--- config.mk ---
export PLATFORM = sky130hd
export DESIGN_NAME = multicycle_ctrl
export DESIGN_NICKNAME = d
export VERILOG_FILES = /design/src/rtl/riscv_pkg.sv /design/src/rtl/alu_decoder.sv /design/src/rtl/multicycle_ctrl.sv
export SDC_FILE = /design/constraint.sdc
export NUM_CORES = 1
export LEC_CHECK = 0
export BUFFER_PORTS_ARGS = -buffer_cell sky130_fd_sc_hd__buf_4
export CAP_MARGIN = 20
export CORE_MARGIN = 2
export CORE_UTILIZATION = 45
export DETAILED_ROUTE_END_ITERATION = 12
export PLACE_DENSITY = 0.73
export SLEW_MARGIN = 20
export SYNTH_ARGS = -nofsm -noshare
export SYNTH_HDL_FRONTEND = slang
export SYNTH_SLANG_ARGS = --single-unit
--- constraint.sdc ---
create_clock -name clk -period 3.3 [get_ports clk]
set_input_delay 0.165 -clock clk [delete_from_list [all_inputs] [get_ports clk]]
set_output_delay 0.165 -clock clk [all_outputs]
set_load 0.005 [all_outputs]
--- src/rtl/riscv_pkg.sv ---
// Shared encodings for the multicycle RV32I control path: FSM states, opcodes,
// ALU operation codes and datapath select encodings.
package riscv_pkg;

    typedef enum logic [3:0] {
        S_FETCH, S_DECODE, S_MEMADR, S_MEMREAD, S_MEMWB, S_MEMWRITE,
        S_EXEC_R, S_EXEC_I, S_ALUWB, S_BRANCH, S_JAL, S_JALR, S_JALR_WB,
        S_LUI, S_AUIPC
    } state_e;

    typedef enum logic [1:0] {
        ACLS_ADD, ACLS_R, ACLS_I, ACLS_BR
    } alu_class_e;

    localparam logic [6:0] OP_LOAD   = 7'b0000011;
    localparam logic [6:0] OP_STORE  = 7'b0100011;
    localparam logic [6:0] OP_R      = 7'b0110011;
    localparam logic [6:0] OP_I      = 7'b0010011;
    localparam logic [6:0] OP_BRANCH = 7'b1100011;
    localparam logic [6:0] OP_JAL    = 7'b1101111;
    localparam logic [6:0] OP_JALR   = 7'b1100111;
    localparam logic [6:0] OP_LUI    = 7'b0110111;
    localparam logic [6:0] OP_AUIPC  = 7'b0010111;

    localparam logic [3:0] ALU_ADD  = 4'b0000;
    localparam logic [3:0] ALU_SUB  = 4'b1000;
    localparam logic [3:0] ALU_SLL  = 4'b0001;
    localparam logic [3:0] ALU_SLT  = 4'b0010;
    localparam logic [3:0] ALU_SLTU = 4'b0011;
    localparam logic [3:0] ALU_XOR  = 4'b0100;
    localparam logic [3:0] ALU_SRL  = 4'b0101;
    localparam logic [3:0] ALU_SRA  = 4'b1101;
    localparam logic [3:0] ALU_OR   = 4'b0110;
    localparam logic [3:0] ALU_AND  = 4'b0111;

    localparam logic [2:0] IMM_I = 3'b000;
    localparam logic [2:0] IMM_S = 3'b001;
    localparam logic [2:0] IMM_B = 3'b010;
    localparam logic [2:0] IMM_J = 3'b011;
    localparam logic [2:0] IMM_U = 3'b100;

    localparam logic [1:0] RES_ALUOUT = 2'b00;
    localparam logic [1:0] RES_DATA   = 2'b01;
    localparam logic [1:0] RES_ALU    = 2'b10;
    localparam logic [1:0] RES_IMM    = 2'b11;

    localparam logic [1:0] SRCA_PC    = 2'b00;
    localparam logic [1:0] SRCA_OLDPC = 2'b01;
    localparam logic [1:0] SRCA_RS1   = 2'b10;
    localparam logic [1:0] SRCB_RS2   = 2'b00;
    localparam logic [1:0] SRCB_IMM   = 2'b01;
    localparam logic [1:0] SRCB_FOUR  = 2'b10;

    // Comparisons leave zero set when "not less", so BLT-style branches take on ~zero.
    function automatic logic branch_taken(input logic [2:0] funct3, input logic zero);
        case (funct3)
            3'b000, 3'b101, 3'b111: return zero;
            3'b001, 3'b100, 3'b110: return ~zero;
            default:                return 1'b0;
        endcase
    endfunction

endpackage

--- src/rtl/alu_decoder.sv ---
// Maps the controller's ALU usage class plus funct3/funct7b5 onto the ALU op code.
module alu_decoder
    import riscv_pkg::*;
(
    input  alu_class_e  alu_cls,
    input  logic [2:0]  funct3,
    input  logic        funct7b5,
    output logic [3:0]  alu_ctrl
);

    always_comb begin
        alu_ctrl = ALU_ADD;
        case (alu_cls)
            ACLS_R:  alu_ctrl = {funct7b5, funct3};
            // Only shifts use bit 30 as an opcode bit for immediates; ADDI stays ADD.
            ACLS_I:  alu_ctrl = {funct7b5 & (funct3 == 3'b101), funct3};
            ACLS_BR: begin
                case (funct3[2:1])
                    2'b00:   alu_ctrl = ALU_SUB;
                    2'b10:   alu_ctrl = ALU_SLT;
                    2'b11:   alu_ctrl = ALU_SLTU;
                    default: alu_ctrl = ALU_ADD;
                endcase
            end
            default: alu_ctrl = ALU_ADD;
        endcase
    end

endmodule

--- src/rtl/multicycle_ctrl.sv ---
// Multicycle RV32I control FSM: sequences one instruction at a time and drives
// all datapath selects and write enables from the current state.
module multicycle_ctrl
    import riscv_pkg::*;
#(
    parameter int MEM_WAIT = 1
) (
    input  logic        clk,
    input  logic        reset,
    input  logic [6:0]  op,
    input  logic [2:0]  funct3,
    input  logic        funct7b5,
    input  logic        zero,
    input  logic        mem_ready,
    output logic        pc_write,
    output logic        adr_src,
    output logic        mem_write,
    output logic        ir_write,
    output logic        reg_write,
    output logic [1:0]  result_src,
    output logic [1:0]  alu_src_a,
    output logic [1:0]  alu_src_b,
    output logic [2:0]  imm_src,
    output logic [3:0]  alu_ctrl,
    output logic        illegal
);

    state_e     state_q, state_d;
    alu_class_e alu_cls;
    logic       ready;

    assign ready = (MEM_WAIT != 0) ? mem_ready : 1'b1;

    always_ff @(posedge clk) begin
        if (reset) state_q <= S_FETCH;
        else       state_q <= state_d;
    end

    always_comb begin
        state_d    = state_q;
        pc_write   = 1'b0;
        adr_src    = 1'b0;
        mem_write  = 1'b0;
        ir_write   = 1'b0;
        reg_write  = 1'b0;
        result_src = RES_ALUOUT;
        alu_src_a  = SRCA_PC;
        alu_src_b  = SRCB_RS2;
        imm_src    = IMM_I;
        alu_cls    = ACLS_ADD;
        illegal    = 1'b0;
        case (state_q)
            S_FETCH: begin
                alu_src_b  = SRCB_FOUR;
                result_src = RES_ALU;
                ir_write   = ready;
                pc_write   = ready;
                if (ready) state_d = S_DECODE;
            end
            S_DECODE: begin
                alu_src_a = SRCA_OLDPC;
                alu_src_b = SRCB_IMM;
                imm_src   = (op == OP_JAL) ? IMM_J : IMM_B;
                case (op)
                    OP_LOAD, OP_STORE: state_d = S_MEMADR;
                    OP_R:              state_d = S_EXEC_R;
                    OP_I:              state_d = S_EXEC_I;
                    OP_BRANCH:         state_d = S_BRANCH;
                    OP_JAL:            state_d = S_JAL;
                    OP_JALR:           state_d = S_JALR;
                    OP_LUI:            state_d = S_LUI;
                    OP_AUIPC:          state_d = S_AUIPC;
                    default: begin
                        illegal = 1'b1;
                        state_d = S_FETCH;
                    end
                endcase
            end
            S_MEMADR: begin
                alu_src_a = SRCA_RS1;
                alu_src_b = SRCB_IMM;
                imm_src   = (op == OP_STORE) ? IMM_S : IMM_I;
                state_d   = (op == OP_STORE) ? S_MEMWRITE : S_MEMREAD;
            end
            S_MEMREAD: begin
                adr_src = 1'b1;
                if (ready) state_d = S_MEMWB;
            end
            S_MEMWB: begin
                result_src = RES_DATA;
                reg_write  = 1'b1;
                state_d    = S_FETCH;
            end
            S_MEMWRITE: begin
                adr_src   = 1'b1;
                mem_write = 1'b1;
                if (ready) state_d = S_FETCH;
            end
            S_EXEC_R: begin
                alu_src_a = SRCA_RS1;
                alu_src_b = SRCB_RS2;
                alu_cls   = ACLS_R;
                state_d   = S_ALUWB;
            end
            S_EXEC_I: begin
                alu_src_a = SRCA_RS1;
                alu_src_b = SRCB_IMM;
                imm_src   = IMM_I;
                alu_cls   = ACLS_I;
                state_d   = S_ALUWB;
            end
            S_ALUWB: begin
                result_src = RES_ALUOUT;
                reg_write  = 1'b1;
                state_d    = S_FETCH;
            end
            S_BRANCH: begin
                alu_src_a  = SRCA_RS1;
                alu_src_b  = SRCB_RS2;
                result_src = RES_ALUOUT;
                alu_cls    = ACLS_BR;
                pc_write   = branch_taken(funct3, zero);
                state_d    = S_FETCH;
            end
            S_JAL: begin
                alu_src_a  = SRCA_OLDPC;
                alu_src_b  = SRCB_FOUR;
                result_src = RES_ALUOUT;
                pc_write   = 1'b1;
                state_d    = S_ALUWB;
            end
            S_JALR: begin
                alu_src_a  = SRCA_RS1;
                alu_src_b  = SRCB_IMM;
                imm_src    = IMM_I;
                result_src = RES_ALU;
                pc_write   = 1'b1;
                state_d    = S_JALR_WB;
            end
            S_JALR_WB: begin
                alu_src_a  = SRCA_OLDPC;
                alu_src_b  = SRCB_FOUR;
                result_src = RES_ALU;
                reg_write  = 1'b1;
                state_d    = S_FETCH;
            end
            S_LUI: begin
                imm_src    = IMM_U;
                result_src = RES_IMM;
                reg_write  = 1'b1;
                state_d    = S_FETCH;
            end
            S_AUIPC: begin
                alu_src_a = SRCA_OLDPC;
                alu_src_b = SRCB_IMM;
                imm_src   = IMM_U;
                state_d   = S_ALUWB;
            end
            default: state_d = S_FETCH;
        endcase
        // Reset quiesces the datapath in the same cycle so an aborted instruction writes nothing.
        if (reset) begin
            pc_write   = 1'b0;
            adr_src    = 1'b0;
            mem_write  = 1'b0;
            ir_write   = 1'b0;
            reg_write  = 1'b0;
            result_src = RES_ALUOUT;
            alu_src_a  = SRCA_PC;
            alu_src_b  = SRCB_RS2;
            imm_src    = IMM_I;
            alu_cls    = ACLS_ADD;
            illegal    = 1'b0;
        end
    end

    alu_decoder u_alu_decoder (
        .alu_cls  (alu_cls),
        .funct3   (funct3),
        .funct7b5 (funct7b5),
        .alu_ctrl (alu_ctrl)
    );

endmodule
**After elaboration in Yosys (flattened, before gate mapping)**

Index checks and enable logic that the tools add are counted.

- Register bits: 4
- Input port bits: 15
- Logic and storage cells: 91

- Equal/unequal tests: 36
- Mux-type cells: 34
- Bitwise logic cells: 2
- Reductions and logical operators: 18

Operators with widths:

| operator | count |
|---|---|
| 4-bit one-hot mux with 8 select lines | 1 |
| 4-bit == test, second input constant | 7 |
| 4-bit one-hot mux with 7 select lines | 1 |
| 4-bit one-hot mux with 3 select lines | 2 |
| 7-bit by 6-bit == test with 1-bit output, second input constant | 3 |
| 7-bit == test, second input constant | 3 |
| 4-bit by 3-bit == test with 1-bit output, second input constant | 4 |
| 7-bit by 5-bit == test with 1-bit output, second input constant | 2 |
| 1-bit 2-to-1 mux | 14 |
| 3-bit == test, second input constant | 4 |
| 4-bit 2-to-1 mux | 3 |
| 2-bit one-hot mux with 3 select lines | 2 |
| 3-bit OR reduction | 4 |
| 4-bit OR reduction | 3 |
| 5-bit OR reduction | 2 |
| 3-bit one-hot mux with 3 select lines | 1 |
| 9-bit OR reduction | 1 |
| 2-bit == test, second input constant | 4 |
| 4-bit by 2-bit == test with 1-bit output, second input constant | 2 |
| 2-bit 2-to-1 mux | 4 |
| 2-bit one-hot mux with 2 select lines | 2 |
| 2-bit OR reduction | 4 |
| 7-bit by 2-bit == test with 1-bit output, second input constant | 1 |
| 3-bit 2-to-1 mux | 2 |
| 12 further kinds | 14 |

**Longest topological paths before layout**

Gate-level depths: netlist (run 1).

- Word-level depth: 5
- Depth in mapped cells: 6
- Depth with buffers taken out: 4

**Modules after synthesis**

Synthesis (run 1) repeated with hierarchy kept, for this count alone.

- Cell total of the unflattened synthesis: 129
- Area total of the unflattened synthesis: 869.6 sq um

By module, submodules not included:

| module | times used | cells each | area an instance (sq um) | seq. area each (sq um) |
|---|---|---|---|---|
| multicycle_ctrl | 1 | 112 | 750.7 | 80.1 |
| alu_decoder | 1 | 17 | 118.9 | 0.0 |

**Worst setup path after synthesis (run 1)**

Ideal clock, no wire load.

- Kind: reg2reg
- Start point: register state_q[3]
- End point: register state_q[2]
- Data arrival time: 1.682 ns
- Required time: 3.209 ns
- Setup slack: 1.527 ns
- Cell stages (with the launch flop): 5
- Buffers on the path: 1
- Period minus slack after synthesis: 1.773 ns
- Path through: dfxtp_1 or4b_1 buf_2 or4_1 a311oi_1

- Longest elaborated chain between the ends: 3
- Elaborated cells between the ends (all ways): 16
- Those cells by class: eq/ne: 12; mux: 1; reduce/logical: 3

Ends and longest elaborated chain:

| what | line | RTL |
|---|---|---|
| start: declaration | multicycle_ctrl.sv:28 | `state_e state_q, state_d;` |
| start signal: assignment | multicycle_ctrl.sv:36 | `else state_q <= state_d;` |
| 4-bit == test, or another cell as far along | multicycle_ctrl.sv:52 | `case (state_q)` |
| 4-bit OR reduction (no line) / 2-bit inequality test (equally long branches) | - |  |
| 4-bit one-hot mux with 7 select lines / 3-bit AND reduction (equally long branches) | - |  |

Parallel ways exist; a longest one is shown, timed or not.
A chain may end at the register's enable or synchronous reset.

**Worst setup path after layout (run 1)**

- Start point: register state_q[0]
- End point: output imm_src[0]

- Longest elaborated chain between the ends: 4
- Elaborated cells between the ends (all ways): 7
- Those cells by class: eq/ne: 4; mux: 2; reduce/logical: 1

Ends and longest elaborated chain:

| what | line | RTL |
|---|---|---|
| 4-bit == test | multicycle_ctrl.sv:52 |  |
| 2-bit OR reduction (no line) | - |  |
| 3-bit one-hot mux with 3 select lines * | multicycle_ctrl.sv:52 |  |
| 3-bit 2-to-1 mux * | multicycle_ctrl.sv:162 | `if (reset) begin` |
| end: declaration | multicycle_ctrl.sv:23 | `output logic [2:0] imm_src,` |

Every way passes the cells marked *; elsewhere a longest branch is shown, timed or not.

==> metrics.md, run 1 <==
| Metric | Value |
|---|---|
| Die Footprint | about 2100 um2 |
| Global route total overflow | 0 |
| Antenna cells | 0 |
| Via count | ~970 |
| Die span in y | around 46 um |
| Largest register FFs | 4 |
| Count leader, synth | a21oi_1 |
| DIE WIDTH | approximately 46 um |
| PnR worst setup slack | 0.999 ns |
| Worst IR Drop VDD | between 100 and 150 uV |
| First-pass GRT wire length | around 3.6 mm |
| Nets@finish | approximately 170 |
| Syn_nets | about 150 |
| Clock H-tree levels | 1 |
| Post-cts resize count | 0 |
| Initial antenna violation count | 0 |
| 1st-iter DRT viols | 18 |
| Slowest-stage cell, CP | dfxtp_1 |
| Worst-path clk slew | around 0.040 ns |
| Pin count of the biggest net entering global routing | 24 |
| Global Route Usage Sum | 0.230 |
| Max Root-Sink Buffers | 2 |
| Period minus WS final | 2.30 ns |
| Critical Path, Cell by Cell | or4b_1 -> nor2_1 -> nand3_1 -> a21oi_1 -> buf_4 |
| Worst path arrival time | approximately 2.1 ns |
| Met2 wire length | 1.06 mm |
| Top Ports | 34 |
| DR pass1 iterations | 4 |
| Hold_buf cts | 0 |
| Final Hold Viols | 0 |
| Worst-Skew Late Latency | between 0.2 and 0.3 ns |
| CP Class | register to primary output |
| DRT Wirelength | 2.17 mm |
| Yosys top cell area share | 0.119 |
| Crit end category | primary output |
| Worst Path Buf+Inv | 1 |
| Buffers on Ports | 33 |
| Core Box Area | 1710 um2 |
| Area contributors post-synth | a21oi_1, dfxtp_1, nand2b_1 |
| WL met1 | 980 um |
| Most used DFF post-synth | dfxtp_1 |
| Pre-CTS setup slack | around 1.1 ns |
| Fin. max-slew vios | 0 |
| Status | completed |
| CP startpoint kind | register |
| Fin area | around 1100 um2 |
| Clk root buf | clkbuf_4 |
| Cell Rows | 15 |
| Clk sink count | 4 |
| Met3 WL | 92 um |
| Top Registers | state_q x4 |
| Critical path peak fanout | 20 |
| CTS tree | done |
| TNS Setup | 0 ns |
| EDFF count, synth | 0 |
| Post-CTS setup buffer count | 0 |
| # fillers | 160 |
| Max cap viols | 0 |
| P&R area growth vs syn | 33.2% |
| Biggest cell delay along the critical path | slightly below 0.7 ns |
| Worst Path Required | 3.13 ns |
| Largest register by flop count | state_q |
| RSZ-0062 raised after global routing | false |
| HP Class | primary input to register |
| CTS buffer count | 3 |
| Vias in the first global route | just over 800 |
| Fmax | 435 MHz |
| Yosys reg bits | 4 |
| DP HPWL | between 1.5 and 2 mm |
| Final non-filler cell total | ~180 |
| Routed len/inst | 11.9 um |
| ANT nets after route | 0 |
| Starting density of the core | 0.470 |
| Highest signal layer in the routed design | met4 |
| Synth Cell Area | ~800 um2 |
| Sequential area share after synthesis | 0.0998 |
| Final setup violating endpoints | 0 |
| Post-synthesis instance total | 130 |
| Area leader, netlist | a21oi_1 |
| Final core utilization | 0.626 |
| P_leak | 0.455 nW |
| Layout cells sized above 1 | 0.255 |
| Routability cong. | between 0.7 and 0.8 |
| Dpl cell area | 1050 um2 |
| Ys async rst share | 0 |
| # DRC | 0 |
| Warnings, synthesis | 0 |
| Total placed cells including tap cells | approximately 180 |
| Unique masters post-synth | 37 |
| Synth cell count leaders | a21oi_1, nand2_1, nand2b_1 |
| Clock Skew | slightly below 0.006 ns |
| CP top delay family | simple AND/OR/NAND/NOR gates |
| Final period utilization | 0.697 |
| Max-slew headroom | 0.515 |
| Via/cell ratio | between 5 and 6 |
| Power per Cell Area | roughly 190 nW/um2 |
| Avg Cell Area, Syn | 6.17 um2 |
| Worst-margin pin slew | 0.726 ns |
| Total power | 201 uW |
| WHS | approximately 0.22 ns |
power by group:
part	switching, mW	internal [mW]
clock	0.0242	0.0410
combinational	0.0368	0.0415
sequential	0.00745	0.0502
per-layer routing:
metal | vias up | GRT usage
met5 | - | 0
met4 | 0 | 0.103
met3 | 4 | 0.0392
met2 | 20 | 0.369
met1 | 432 | 0.298
li1 | 518 | -
cell type report:
type / count / area, um2 / area share
multi-input combinational: 113 / 672 / 0.629
clock buffer: 3 / 22.5 / 0.0211
timing repair buffer: 33 / 248 / 0.232
sequential: 4 / 80.1 / 0.0749
tap: 25 / 31.3 / 0.0293
inverter: 4 / 15.0 / 0.0141
placed cells by master (no fill, tap or decap):
master and count:
a211oi_1 1, a21bo_2 1, a21oi_1 19, a22oi_1 1, a311oi_1 1, a31o_2 1, and3_1 1, and4b_1 1
buf_4 33, clkbuf_4 3, dfxtp_1 4, inv_1 3, inv_2 1, mux2i_1 2, nand2_1 16, nand2b_1 10
nand3_1 3, nand3b_1 2, nor2_1 8, nor2b_1 6, nor3_1 7, nor3b_1 2, nor4bb_1 2, o211ai_1 1
o21a_1 1, o21ai_0 6, o21bai_1 2, o22ai_1 2, o311a_1 1, or2_1 3, or2_2 1, or3_1 2
or4_1 2, or4b_1 2, xnor2_1 2, xor2_1 4
logic make-up (layout without fill, tap and decap cells):
| family | count (synthesis) | in the layout | synth area share |
|---|---|---|---|
| DFF | 4 | 4 | 0.0998 |
| AOI/OAI and AO/OA | 37 | 37 | 0.275 |
| buffers and inverters | 13 | 40 | 0.0624 |
| and+or+nand+nor | 68 | 68 | 0.473 |
| xor gates and xnor gates | 6 | 6 | 0.0655 |
| muxes | 2 | 2 | 0.0250 |
worst paths after layout:
check / slack (ns) / endpoint / cells past startpoint / start
hold / removal: 0.22 / state_q[1]$_SDFFE_PP0P_ / 2 / reset
hold reg to reg: 0.76 / state_q[2]$_SDFFE_PP0P_ / 2 / state_q[0]$_SDFFE_PP0P_
setup / recovery: 1.0 / imm_src[0] / 5 / state_q[0]$_SDFFE_PP0P_
setup reg to reg: 1.13 / state_q[2]$_SDFFE_PP0P_ / 3 / state_q[0]$_SDFFE_PP0P_
(Power assumes the default switching activity.)
==> inputs of run 2 (changes only) <==
==> constraint.sdc (replaced) <==
create_clock -name clk -period 2.35 [get_ports clk]
set_input_delay 0.1175 -clock clk [delete_from_list [all_inputs] [get_ports clk]]
set_output_delay 0.1175 -clock clk [all_outputs]
set_load 0.005 [all_outputs]
==> run 2 against run 1 <==
  * Final cell count rose by 2.2%
  * First-iteration DRC count rose by 39%
  * Utilization rose by 1.8 points
  * Power rose by 41%
  * Sequential share of layout area fell by 0.20 points
  * Critical path depth rose by 1
  * Highest routed layer unchanged
  * Count of clock-buffer cells in the layout did not move
  * Worst setup slack got worse by 0.65 ns
  * Largest cell class unchanged
==> metrics.md, run 2 (synthesis gave the netlist of run 1 again) <==
| Metric | Value |
|---|---|
| Register-to-Register Setup Slack | 0.52 ns (was 1.13 ns) |
| Critical path peak fanout | 16 (was 20) |
| DIE WIDTH | 46.2 um (unchanged) |
| Vias in the first global route | 798 (was 830) |
| WHS | 0.194 ns (was 0.219 ns) |
| Worst path arrival time | 1.88 ns (was 2.14 ns) |
| Status | completed (unchanged) |
| Final period utilization | 0.850 |
| Max cap viols | 0 (unchanged) |
| Critical Path, Cell by Cell | buf_4 -> nor2b_1 -> nor3b_1 -> nand3_1 -> a21oi_1 -> buf_4 (was or4b_1 -> nor2_1 -> nand3_1 -> a21oi_1 -> buf_4) |
| Power per Cell Area | 258 nW/um2 (was 188 nW/um2) |
| Biggest cell delay along the critical path | 0.40 ns (was 0.69 ns) |
| Crit end category | primary output (unchanged) |
| Max Root-Sink Buffers | 2 (unchanged) |
| Dpl cell area | 1080 um2 (was 1050 um2) |
| Largest register FFs | 4 (unchanged) |
| Clk sink count | 4 (unchanged) |
| Final non-filler cell total | 186 (was 182) |
| Cell Rows | 15 (unchanged) |
| Initial antenna violation count | 0 (unchanged) |
| Clk root buf | clkbuf_4 (unchanged) |
| Fmax | 500 MHz |
| CP Class | register to primary output (unchanged) |
| Final setup violating endpoints | 0 (unchanged) |
| CTS tree | done (unchanged) |
| CTS buffer count | 3 (unchanged) |
| Final Hold Viols | 0 (unchanged) |
| Worst-path clk slew | 0.03 ns (was 0.04 ns) |
| Buffers on Ports | 33 (unchanged) |
| Top Ports | 34 (unchanged) |
| RSZ-0062 raised after global routing | false (unchanged) |
| P_int | 189 uW (was 133 uW) |
| Hold Crit Depth | 2 (unchanged) |
| P_leak | 0.477 nW (was 0.455 nW) |
| Via count | 996 (was 974) |
| Worst IR Drop VDD | 382 uV (was 140 uV) |
| Worst hold path startpoint | reset (unchanged) |
| Max-slew headroom | 0.749 (was 0.515) |
| ANT nets after route | 0 (unchanged) |
| Worst Reg-to-Reg Cells | 3 (unchanged) |
| Routed len/inst | 11.9 um (about the same) |
| Worst-Skew Late Latency | 0.24 ns (was 0.25 ns) |
| Final core utilization | 0.643 (was 0.626) |
| Layout cells sized above 1 | 0.273 (was 0.255) |
| Post-CTS setup buffer count | 0 (unchanged) |
| Seq pwr share | 0.251 (was 0.287) |
| Antenna cells | 0 (unchanged) |
| Clock power frac | 0.312 (was 0.324) |
| Clock H-tree levels | 1 (unchanged) |
| Post-cts resize count | 0 (unchanged) |
| Die Footprint | 2140 um2 (unchanged) |
| # DRC | 0 (unchanged) |
| Total placed cells including tap cells | 183 (was 179) |
| Comb pwr share | 0.436 (was 0.389) |
| Switching share of power | 0.334 (was 0.340) |
| # fillers | 172 (was 160) |
| Worst Path Required | 2.23 ns (was 3.13 ns) |
| DR pass1 iterations | 4 (unchanged) |
| CP startpoint kind | register (unchanged) |
| DP HPWL | 1.64 mm (was 1.67 mm) |
| First-pass GRT wire length | 3.45 mm (was 3.56 mm) |
| Top Registers | state_q x4 (unchanged) |
| Register area | 80.1 um2 (unchanged) |
| Cell mode on critical path | buf_4 |
| Total power | 284 uW (was 201 uW) |
| Hold path endpoint | state_q[1]$_SDFFE_PP0P_ (unchanged) |
| Worst r2r src | state_q[2]$_SDFFE_PP0P_ (was state_q[0]$_SDFFE_PP0P_) |
| Global Route Usage Sum | 0.221 (was 0.230) |
| Hold_buf cts | 0 (unchanged) |
| Core Box Area | 1710 um2 (unchanged) |
| Worst flop-to-flop path endpoint | state_q[2]$_SDFFE_PP0P_ (unchanged) |
| DRT Wirelength | 2.21 mm (was 2.17 mm) |
| Leading cell type in the layout, fill and taps excluded | buf_4 (unchanged) |
| Via/cell ratio | 5.35 (about the same) |
| HP Class | primary input to register (unchanged) |
| P&R area growth vs syn | 37.0% (was 33.2%) |
| Global route total overflow | 0 (unchanged) |
| PnR worst setup slack | 0.352 ns (was 0.999 ns) |
| Pre-CTS setup slack | 0.518 ns (was 1.14 ns) |
| Die span in y | 46.2 um (unchanged) |
| Pin count of the biggest net entering global routing | 23 (was 24) |
| Clock Skew | 0.00767 ns (was 0.00585 ns) |
| Period minus WS final | between 1.5 and 2 ns |
| Worst-margin pin slew | 0.376 ns (was 0.726 ns) |
| Slowest-stage cell, CP | nor3b_1 (was dfxtp_1) |
| Starting density of the core | 0.470 (unchanged) |
| Multi-input gate area | 672 um2 (unchanged) |
| 1st-iter DRT viols | 25 (was 18) |
| Fin. max-slew vios | 0 (unchanged) |
| Commonest non-fill, non-tap cells in the layout | buf_4, a21oi_1, nand2_1, nand2b_1, nor2_1 (unchanged) |
| Largest register by flop count | state_q (unchanged) |
| TNS Setup | 0 ns (unchanged) |
| Psw | 94.7 uW (was 68.4 uW) |
| Nets@finish | 178 (was 174) |
| Fin area | 1100 um2 (was 1070 um2) |
| Routability cong. | 0.845 (was 0.781) |
-- run 2: worst max path at each step --
stage                              end                    start  slack [ns]  depth (start not counted)
6_report                   alu_ctrl[0]  state_q[3]$_SDFFE_PP0P_        0.35                          6
5_1_grt                    alu_ctrl[3]  state_q[3]$_SDFFE_PP0P_        0.17                          6
4_1_cts                    alu_ctrl[0]  state_q[3]$_SDFFE_PP0P_        0.36                          6
3_5_place_dp   state_q[2]$_SDFFE_PP0P_  state_q[2]$_SDFFE_PP0P_        0.52                          3
3_3_place_gp   state_q[2]$_SDFFE_PP0P_  state_q[2]$_SDFFE_PP0P_        0.56                          3
2_1_floorplan  state_q[2]$_SDFFE_PP0P_  state_q[3]$_SDFFE_PP0P_        0.58                          4
-- run 2: worst max-delay path, delay by kind of cell (launching register included) --
kind,cells,cell delay (ns)
AOI/OAI and AO/OA,1,0.16
buffers and inverters,2,0.32
DFF,1,0.31
and+or+nand+nor,3,0.86
-- run 2: layer usage --
metal,vias up,track usage,wire length (um)
met1,439,0.280,1040
met2,26,0.350,1050
met4,0,0.126,36
met5,-,0,0
met3,4,0.0353,74
li1,527,-,-
-- run 2: power groups by stage --
stage	Sequential, mW	Clock (mW)	Combinational, mW
finish	0.0713	0.0886	0.124
global route	0.0716	0.0982	0.138
CTS	0.0713	0.0919	0.124
detailed placement	0.0724	0	0.123
floorplan	0.0725	0	0.0707
global placement	0.0723	0	0.121
-- run 2: layout make-up --
type	instances	area share
Timing Repair Buffer	37	0.253
Multi-Input combinational cell	113	0.612
Sequential cell	4	0.0729
Tap cell	25	0.0285
Inverter	4	0.0137
Clock buffer	3	0.0205
==> inputs of run 3 (changes only) <==
==> constraint.sdc (replaced) <==
create_clock -name clk -period 2.25 [get_ports clk]
set_input_delay 0.1125 -clock clk [delete_from_list [all_inputs] [get_ports clk]]
set_output_delay 0.1125 -clock clk [all_outputs]
set_load 0.005 [all_outputs]
==> run 3 against run 2 <==
  * Cell area rose by 0.46%
  * Final cell count did not move
  * Clock skew fell by 0.0075 ns
  * First-iteration DRC count rose by 8.0%
  * Critical path depth did not move
  * Largest cell class unchanged
  * Sequential power rose by 7.6%
  * Largest power group unchanged
==> metrics.md, run 3 (synthesis gave the netlist of run 1 again) <==
| Metric | Value |
|---|---|
| Routability cong. | 0.865 (was 0.845) |
| Psw | 97.6 uW (was 94.7 uW) |
| Clock Skew | 0.000158 ns (was 0.00767 ns) |
| Nets@finish | 178 (unchanged) |
| Clock H-tree levels | 1 (unchanged) |
| DR pass1 iterations | 4 (unchanged) |
| Top Registers | state_q x4 (unchanged) |
| Pre-CTS setup slack | 0.376 ns (was 0.518 ns) |
| Biggest cell delay along the critical path | 0.42 ns (was 0.40 ns) |
| TNS Setup | 0 ns (unchanged) |
| Worst-Skew Late Latency | 0.23 ns (was 0.24 ns) |
| DIE WIDTH | 46.2 um (unchanged) |
| Worst Reg-to-Reg Cells | 3 (unchanged) |
| Largest register by flop count | state_q (unchanged) |
| P_leak | 0.477 nW (about the same) |
| Fmax | 491 MHz |
| Hold Crit Depth | 2 (unchanged) |
| ANT nets after route | 0 (unchanged) |
| First-pass GRT wire length | 3.84 mm (was 3.45 mm) |
| Final period utilization | 0.906 |
| Critical path origin | state_q[3]$_SDFFE_PP0P_ (unchanged) |
| Pin count of the biggest net entering global routing | 23 (unchanged) |
| Core Box Area | 1710 um2 (unchanged) |
| Critical Path Sink | alu_ctrl[3] (was alu_ctrl[0]) |
| Worst r2r src | state_q[3]$_SDFFE_PP0P_ (was state_q[2]$_SDFFE_PP0P_) |
| CP top delay family | simple AND/OR/NAND/NOR gates (unchanged) |
| Total placed cells including tap cells | 183 (unchanged) |
| Critical Path, Cell by Cell | buf_4 -> nor2b_1 -> a22oi_1 -> or2_2 -> a21oi_1 -> buf_4 (was buf_4 -> nor2b_1 -> nor3b_1 -> nand3_1 -> a21oi_1 -> buf_4) |
| Power per Cell Area | 267 nW/um2 (was 258 nW/um2) |
| Layout cells sized above 1 | 0.280 (was 0.273) |
| Worst-path clk slew | 0.04 ns (was 0.03 ns) |
| Max Root-Sink Buffers | 2 (unchanged) |
| Largest register FFs | 4 (unchanged) |
| Worst IR Drop VDD | 242 uV (was 382 uV) |
| Worst-margin pin slew | 0.385 ns (was 0.376 ns) |
| CP Class | register to primary output (unchanged) |
| Global Route Usage Sum | 0.242 (was 0.221) |
| Comb pwr share | 0.435 (was 0.436) |
| Critical path peak fanout | 11 (was 16) |
| Fin. max-slew vios | 0 (unchanged) |
| Worst path depth | 6 (unchanged) |
| DRT Wirelength | 2.22 mm (was 2.21 mm) |
| Period minus WS final | 2.04 ns |
| PnR worst setup slack | 0.211 ns (was 0.352 ns) |
| DP HPWL | 1.73 mm (was 1.64 mm) |
| CTS tree | done (unchanged) |
| Buffers on Ports | 33 (unchanged) |
| Via count | 1038 (was 996) |
| 1st-iter DRT viols | 27 (was 25) |
| Global route total overflow | 0 (unchanged) |
| Fin area | 1100 um2 (about the same) |
| Commonest non-fill, non-tap cells in the layout | buf_4, a21oi_1, nand2_1, nand2b_1, nor2_1 (unchanged) |
| Worst Path Buf+Inv | 2 (unchanged) |
| CP startpoint kind | register (unchanged) |
| Starting density of the core | 0.470 (unchanged) |
| P&R area growth vs syn | 37.6% (was 37.0%) |
| Slowest-stage cell, CP | dfxtp_1 (was nor3b_1) |
| Seq pwr share | 0.260 (was 0.251) |
| Max-slew headroom | 0.742 (was 0.749) |
| Worst flop-to-flop path endpoint | state_q[2]$_SDFFE_PP0P_ (unchanged) |
| Antenna cells | 0 (unchanged) |
| Hold_buf cts | 0 (unchanged) |
| Final setup violating endpoints | 0 (unchanged) |
| Status | completed (unchanged) |
| Clk sink count | 4 (unchanged) |
| HP Class | primary input to register (unchanged) |
| Vias in the first global route | 895 (was 798) |
| Routed len/inst | 11.9 um (about the same) |
| Final non-filler cell total | 186 (unchanged) |
| # DRC | 0 (unchanged) |
| Crit end category | primary output (unchanged) |
| Final Hold Viols | 0 (unchanged) |
| Clk root buf | clkbuf_4 (unchanged) |
| Cell Rows | 15 (unchanged) |
| Die span in y | 46.2 um (unchanged) |
| Cell mode on critical path | buf_4 (unchanged) |
| Initial antenna violation count | 0 (unchanged) |
| Worst Path Required | 2.14 ns (was 2.23 ns) |
| CTS buffer count | 3 (unchanged) |
| Clock power frac | 0.305 (was 0.312) |
| RSZ-0062 raised after global routing | false (unchanged) |
| Switching share of power | 0.331 (was 0.334) |
| Top Ports | 34 (unchanged) |
| Worst path arrival time | 1.93 ns (was 1.88 ns) |
| P_int | 197 uW (was 189 uW) |
| Die Footprint | 2140 um2 (unchanged) |
| Register-to-Register Setup Slack | 0.37 ns (was 0.52 ns) |
| Dpl cell area | 1080 um2 (unchanged) |
| Via/cell ratio | 5.58 (was 5.35) |
| Leading cell type in the layout, fill and taps excluded | buf_4 (unchanged) |
| Max cap viols | 0 (unchanged) |
## run 3: cell count changes in the layout (fill, tap and decap cells not counted)
cell | before | now
nor3b_1 | 2 | 1
nor3b_2 | 0 | 1
## run 3: what timing repair did
| item | in CTS | in global routing |
|---|---|---|
| buffers inserted | 0 | 0 |
| gates resized for setup | 0 | 1 |
| endpoints found under the setup margin | 0 | 2 |
## run 3: metrics by stage
step | total power, mW | util | hold WS [ns]
after global routing | 0.318 | 0.646 | 0.208
final | 0.295 | 0.646 | 0.187
after floorplan | 0.150 | - | 0.290
after detailed placement | 0.206 | 0.630 | 0.428
after global placement | 0.204 | 0.630 | 0.425
after CTS | 0.295 | 0.643 | 0.185
## run 3: worst min path at each step
stage,start,endpoint,slack [ns]
finish,reset,state_q[1]$_SDFFE_PP0P_,0.19
global placement,reset,state_q[1]$_SDFFE_PP0P_,0.43
floorplan,op[3],state_q[0]$_SDFFE_PP0P_,0.29
detailed placement,reset,state_q[1]$_SDFFE_PP0P_,0.43
global route,reset,state_q[1]$_SDFFE_PP0P_,0.21
CTS,reset,state_q[1]$_SDFFE_PP0P_,0.18
## run 3: worst reg2reg max path: cells and delay by family (launching register included)
kind | cells | cell delay [ns]
and+or+nand+nor | 2 | 1.18
AOI/OAI and AO/OA | 1 | 0.26
DFF | 1 | 0.35
## run 3: routing by layer
layer	up-vias	global-route usage	wire length [um]
met4	0	0.0686	17
li1	531	-	-
met3	4	0.0235	119
met2	37	0.403	1110
met5	-	0	0
met1	466	0.327	970
## run 3: area by class of cell
type	count	area, um2
clock buffer	3	22.5
fill	159	604
inverter	4	15.0
multi-input combinational	113	677
sequential	4	80.1
tap	25	31.3
timing repair buffer	37	278
## run 3: power groups by stage
stage               Combinational (mW)  Clock (mW)  Sequential, mW
floorplan                       0.0738           0          0.0758
global placement                 0.126           0          0.0774
detailed placement               0.128           0          0.0777
CTS                              0.128      0.0901          0.0767
global route                     0.146      0.0941          0.0775
finish                           0.128      0.0898          0.0767
